File: config.mk
export PLATFORM = sky130hd
export DESIGN_NAME = keypad_reader
export DESIGN_NICKNAME = d
export VERILOG_FILES = /design/src/rtl/keypad_reader.sv
export SDC_FILE = /design/constraint.sdc
export NUM_CORES = 1
export LEC_CHECK = 0
export CORE_MARGIN = 4
export CORE_UTILIZATION = 45
export CTS_BUF_LIST = sky130_fd_sc_hd__clkbuf_4
export CTS_CLUSTER_DIAMETER = 50
export DETAILED_ROUTE_END_ITERATION = 8
export PLACE_DENSITY = 0.72
export SLEW_MARGIN = 15
export SYNTH_ARGS = -nofsm -noshare
export SYNTH_HDL_FRONTEND = slang
export SYNTH_SLANG_ARGS = --single-unit
export TNS_END_PERCENT = 50
File: constraint.sdc
create_clock -name clk -period 4.6 [get_ports clk]
set_input_delay 0.92 -clock clk [delete_from_list [all_inputs] [get_ports clk]]
set_output_delay 0.92 -clock clk [all_outputs]
set_load 0.05 [all_outputs]
File: src/rtl/keypad_reader.sv
// 4x4 matrix keypad scanner with frame-based debounce, key-code FIFO
// and a select/we/ack bus slave for popping codes and reading status.
module keypad_reader #(
    parameter int SCAN_DIV     = 1000,
    parameter int DEBOUNCE_CNT = 4,
    parameter int FIFO_DEPTH   = 4
) (
    input  logic        clk,
    input  logic        rst,
    input  logic [31:0] bus_addr_i,
    input  logic [31:0] bus_data_i,
    output logic [31:0] bus_data_o,
    input  logic        bus_select_i,
    input  logic        bus_we_i,
    output logic        bus_ack_o,
    output logic [3:0]  col_o,
    input  logic [3:0]  row_i,
    output logic        irq_o
);

    localparam int DW = $clog2(SCAN_DIV);
    localparam int AW = $clog2(FIFO_DEPTH);

    typedef enum logic [1:0] {
        RELEASED, PRESS_CAND, HELD, RELEASE_CAND
    } db_state_t;

    typedef enum logic [1:0] {
        F_NONE, F_VALID, F_MULTI
    } frame_t;

    logic [3:0]    row_s1, row_s2;
    logic [DW-1:0] div;
    logic [1:0]    col;
    logic          sample, frame_end;

    assign sample    = (div == DW'(SCAN_DIV - 1));
    assign frame_end = sample && (col == 2'd3);
    assign col_o     = ~(4'b0001 << col);

    always_ff @(posedge clk or negedge rst) begin
        if (!rst) begin
            row_s1 <= 4'hF;
            row_s2 <= 4'hF;
            div    <= '0;
            col    <= 2'd0;
        end else begin
            row_s1 <= row_i;
            row_s2 <= row_s1;
            if (sample) begin
                div <= '0;
                col <= col + 2'd1;
            end else begin
                div <= div + DW'(1);
            end
        end
    end

    logic [3:0] down;
    logic [1:0] win_row;
    logic       win_one, win_multi;

    assign down      = ~row_s2;
    assign win_multi = (down & (down - 4'd1)) != 4'd0;
    assign win_one   = (down != 4'd0) && !win_multi;

    always_comb begin
        win_row = 2'd0;
        if (down[0])      win_row = 2'd0;
        else if (down[1]) win_row = 2'd1;
        else if (down[2]) win_row = 2'd2;
        else if (down[3]) win_row = 2'd3;
    end

    // Per-frame accumulation: a second single-key window also makes it MULTI.
    logic       acc_any, acc_multi;
    logic [3:0] acc_code;
    logic       f_any, f_multi;
    logic [3:0] f_code;
    frame_t     fres;

    assign f_multi = acc_multi | win_multi | (acc_any & win_one);
    assign f_any   = acc_any | win_one;
    assign f_code  = acc_any ? acc_code : {col, win_row};
    assign fres    = f_multi ? F_MULTI : (f_any ? F_VALID : F_NONE);

    always_ff @(posedge clk or negedge rst) begin
        if (!rst) begin
            acc_any   <= 1'b0;
            acc_multi <= 1'b0;
            acc_code  <= 4'd0;
        end else if (sample) begin
            acc_any   <= frame_end ? 1'b0 : f_any;
            acc_multi <= frame_end ? 1'b0 : f_multi;
            acc_code  <= frame_end ? 4'd0 : f_code;
        end
    end

    db_state_t  state, state_n;
    logic [3:0] cnt, cnt_n;
    logic [3:0] dcode, dcode_n;
    logic       push;

    always_ff @(posedge clk or negedge rst) begin
        if (!rst) begin
            state <= RELEASED;
            cnt   <= 4'd0;
            dcode <= 4'd0;
        end else begin
            state <= state_n;
            cnt   <= cnt_n;
            dcode <= dcode_n;
        end
    end

    always_comb begin
        state_n = state;
        cnt_n   = cnt;
        dcode_n = dcode;
        push    = 1'b0;
        if (frame_end) begin
            unique case (state)
                RELEASED: if (fres == F_VALID) begin
                    dcode_n = f_code;
                    cnt_n   = 4'd1;
                    state_n = PRESS_CAND;
                end
                PRESS_CAND: begin
                    if (fres == F_NONE) begin
                        state_n = RELEASED;
                    end else if (fres == F_VALID) begin
                        if (f_code == dcode) begin
                            cnt_n = cnt + 4'd1;
                        end else begin
                            dcode_n = f_code;
                            cnt_n   = 4'd1;
                        end
                    end
                end
                HELD: if (fres == F_NONE) begin
                    cnt_n   = 4'd1;
                    state_n = RELEASE_CAND;
                end
                RELEASE_CAND: begin
                    if (fres == F_NONE) cnt_n = cnt + 4'd1;
                    else                state_n = HELD;
                end
            endcase
            if (state_n == PRESS_CAND && fres == F_VALID &&
                cnt_n >= 4'(DEBOUNCE_CNT)) begin
                push    = 1'b1;
                state_n = HELD;
            end
            if (state_n == RELEASE_CAND && cnt_n >= 4'(DEBOUNCE_CNT))
                state_n = RELEASED;
        end
    end

    logic          ack;
    logic [1:0]    acc_addr;
    logic          acc_we;
    logic [1:0]    acc_wd;
    logic [3:0]    mem [FIFO_DEPTH];
    logic [AW-1:0] wr_ptr, rd_ptr;
    logic [4:0]    count;
    logic          ovf, empty, full;
    logic          pop, flush, clr_ovf, push_ok;
    logic [31:0]   rdata;
    logic          unused;

    assign unused  = ^{bus_addr_i[31:4], bus_addr_i[1:0], bus_data_i[31:2]};
    assign empty   = (count == 5'd0);
    assign full    = (count == 5'(FIFO_DEPTH));
    assign pop     = ack && !acc_we && acc_addr == 2'd0 && !empty;
    assign flush   = ack && acc_we && acc_addr == 2'd2 && acc_wd[0];
    assign clr_ovf = ack && acc_we && acc_addr == 2'd2 && acc_wd[1];
    assign push_ok = push && (!full || pop);

    always_ff @(posedge clk) begin
        if (push_ok) mem[wr_ptr] <= dcode_n;
    end

    always_ff @(posedge clk or negedge rst) begin
        if (!rst) begin
            ack      <= 1'b0;
            acc_addr <= 2'd0;
            acc_we   <= 1'b0;
            acc_wd   <= 2'd0;
            wr_ptr   <= '0;
            rd_ptr   <= '0;
            count    <= 5'd0;
            ovf      <= 1'b0;
            irq_o    <= 1'b0;
        end else begin
            ack <= bus_select_i && !ack;
            if (bus_select_i && !ack) begin
                acc_addr <= bus_addr_i[3:2];
                acc_we   <= bus_we_i;
                acc_wd   <= bus_data_i[1:0];
            end
            if (flush) begin
                wr_ptr <= '0;
                rd_ptr <= '0;
                count  <= 5'd0;
            end else begin
                if (push_ok) wr_ptr <= wr_ptr + AW'(1);
                if (pop)     rd_ptr <= rd_ptr + AW'(1);
                count <= count + 5'(push_ok) - 5'(pop);
            end
            // Set wins over a simultaneous clear so no drop goes unreported.
            if (push && full && !pop) ovf <= 1'b1;
            else if (clr_ovf)         ovf <= 1'b0;
            irq_o <= !empty;
        end
    end

    always_comb begin
        rdata = 32'd0;
        if (!acc_we) begin
            unique case (acc_addr)
                2'd0: if (!empty) rdata = {23'd0, 1'b1, 4'd0, mem[rd_ptr]};
                2'd1: rdata = {24'd0, ovf, full, empty, count};
                default: rdata = 32'd0;
            endcase
        end
    end

    assign bus_ack_o  = ack;
    assign bus_data_o = ack ? rdata : 32'd0;

endmodule

==> results.toml, run 1 <==
[run_status]
status = "complete, no violations"

[clocking]
clkSlewWorstSetupHoldPaths_ps = 110
cts_tree = "done"
clockRootBuffer = "clkbuf_4"
cts.htree.levels = 3
clkLatencyLatePin_ps = 430
clkSinkCount = 69
cts_hold_buf = 0
clk_path_buf_depth = 2
cts_buffers = 9
postCtsSetupRepairBufs = 0
cts_resized = 0

[synth]
synth-edff-count = 16
post-synth-top-area-cell = "dfrtp_1"
yosys_warnings = 0
yosysTopAreaCellShare = 0.293
synth_seq_cells = 69
seq_area_frac_synth = 0.473
yosysUniqueCellTypes = 67
ys_async_sr_fraction = 0.768
synth_cells = 353
yosys-top-cells-area = "dfrtp_1 29%, edfxtp_1 13%, ha_1 5.5%"
synth_flop_cell = "dfrtp_1"
synthesis.area_sq_um = 3840
syn_avg_cell_area_sq_um = 10.9

[power]
power_density_nw_per_um2 = 290
ir_drop_v = 0.000178
p_leak_uw = 0.00178

[cells_and_area]
layout_commonest_cell = "dfrtp_1"
layout-area-overhead-vs-synth_pct = 11.3
fin_nets = 470
final_cells = 490
drive_above_1_share = 0.151
stdcell_area_sq_um = 4280
final_cell_mix = "45 x dfrtp_1, 33 x nor2_1, 25 x clkdlybuf4s50_1, 23 x conb_1, 21 x nand2_1"
diodes = 0

[sta]
setup_viol = 0
fin_setup_tns_ps = 0
min_period_ps = 3950
slew_headroom = 0.662
finalHoldViolCount = 0
period_share = 0.858
drv_slew = 0
worst_pin_slew_ps = 503
rsz0062_at_grt = "no"
fin_skew_ps = 16.1
max_freq_mhz = 253

[worst_hold_path]
hold_path_end = "row_s2[2]"
min-delay-path-class = "reg -> reg"
hold_depth = 0
worstHoldStart = "row_s1[2]"

[grt]
grt_max_degree = 37
grt_most_used_layer = "met2"
met1_usage = 0.188
grt.total_usage = 0.145
use_met2 = 0.230
antenna_found_initial = 0
grt-ovfl-total = 0
met3_usage = 0.0438
first_global_vias = 2544
grt_pass1_wl_um = 11700

[die]
rows = 33
initial_core_util = 0.465
io-pin-count = 110
die_h_um = 100
core_area_sq_um = 8260
die_area_sq_um = 10100
die_w_um = 100

[route]
post-route-drc-count = 0
routedWlPerCell_um = 13.9
via_count = 2569
first_iter_violations = 96
first_pass_iters = 4
via_per_inst = 5.24
ant_nets = 0
routed_wl_um = 6820

[placement]
place_area_sq_um = 4100
io_buffers = 26
gp_congestion = 0.837
numPlacedInstances = 474
post-dp-hpwl_um = 4930

[setup_path]
critPathLaunchType = "flip-flop"
crit_arrival_ps = 4300
worstPathMaxFanout = 14
timing_worst_setup_path_type = "reg -> reg"
rr_endpoint = "count[4]"
critPathRequiredTime_ps = 4960
ff2ff_path_depth = 15
r2r_slack_ps = 650
cp-end-kind = "flip-flop"
reg2reg_from = "acc_any"

[flow_run]
max_cap_viol_count = 0
==> per-stage QoR <==
| step | setup WS, ps | utilization | total power [uW] | hold WS, ps |
|---|---|---|---|---|
| global placement | 750 | 0.496 | 758 | 346 |
| finish | 652 | 0.518 | 1240 | 360 |
| global route | 478 | 0.518 | 1290 | 373 |
| detailed placement | 692 | 0.496 | 760 | 347 |
| floorplan | 1000 | - | 749 | 345 |
| CTS | 649 | 0.518 | 1260 | 360 |
==> state kept, by name (all words and copies together) (netlist names), 2 cells and up <==
register	cells
rd_ptr	2
cnt	4
acc_addr	2
acc_wd	2
acc_code	4
row_s2	4
count	5
col	2
wr_ptr	2
mem	16
div	10
row_s1	4
dcode	4
state	2
==> cells by family after synthesis <==
family          Yosys count  synth area share
simple gates            110             0.153
flops                    69             0.473
compound gates           64             0.128
buf+inv                  56            0.0831
fa+ha+maj                19            0.0632
xor+xnor                 18            0.0410
mux                      16            0.0570
other cells               1          0.000976
==> final cells by class <==
type	count	area (sq um)
clock buffers	9	67.6
inverters	20	75.1
multi-input cells	250	1790
repair buffers	30	285
flip-flops and latches	69	1820
well taps	105	131
fillers	740	3980
clock inverters	7	113
==> cell usage after synthesis (3+ instances only) <==
cell type	count
dfrtp_1	45
mux2i_1	5
nor3_1	6
clkbuf_1	7
or3_1	3
buf_4	24
ha_1	17
o31ai_1	3
inv_1	19
and2_1	4
a22oi_1	5
xnor2_1	9
nor2_1	33
o21ai_1	4
nor2b_1	7
a21oi_1	13
nand3_1	9
xor2_1	9
nand2_1	21
dfstp_2	8
buf_2	3
mux4_2	4
o21ai_0	14
and3_1	8
mux2_2	7
nand2b_1	5
edfxtp_1	16
==> layer usage <==
layer / part of all wire / vias to the layer above
met5: 0 / -
met1: 0.46 / 1248
met2: 0.47 / 68
met4: 0.018 / 0
met3: 0.054 / 12
li1: - / 1241
==> worst max-delay path: stages, from the launching register on <==
cell and delay, ps:
dfrtp_1 660, inv_1 220, a31o_2 320, xor2_1 230, nand4b_4 180, o311a_4 450, nor2_1 120, inv_1 50
ha_1 270, inv_1 40, ha_1 200, fa_1 410, a21oi_1 170, nor2_1 80, or3_1 340, a21oi_1 140
==> worst max-delay path by stage <==
stage	cells past startpoint	end	slack, ps	from
after floorplan	16	count[4]	1000	row_s2[2]
after global routing	15	count[4]	480	acc_any
final	15	count[4]	650	acc_any
after global placement	15	count[4]	750	acc_any
after CTS	15	count[4]	650	acc_any
after detailed placement	15	count[4]	690	acc_any
==> where the power goes <==
part	switching (uW)	internal [uW]	total (uW)
combinational	72.1	25.8	97.9
sequential	12.0	637	649
clock	222	273	495
total	306	936	1240
No activity file was read; power rests on OpenSTA's default activity.
==> run 2, diff against run 1 <==
--- a/config.mk
+++ b/config.mk
@@ -10,6 +10,7 @@
 export CTS_BUF_LIST = sky130_fd_sc_hd__clkbuf_4
 export CTS_CLUSTER_DIAMETER = 50
 export DETAILED_ROUTE_END_ITERATION = 8
+export HOLD_SLACK_MARGIN = 0.1
 export PLACE_DENSITY = 0.72
 export SLEW_MARGIN = 15
 export SYNTH_ARGS = -nofsm -noshare
==> results of run 2 <==
No change in the layout: final DEF, timing and power equal those of run 1.
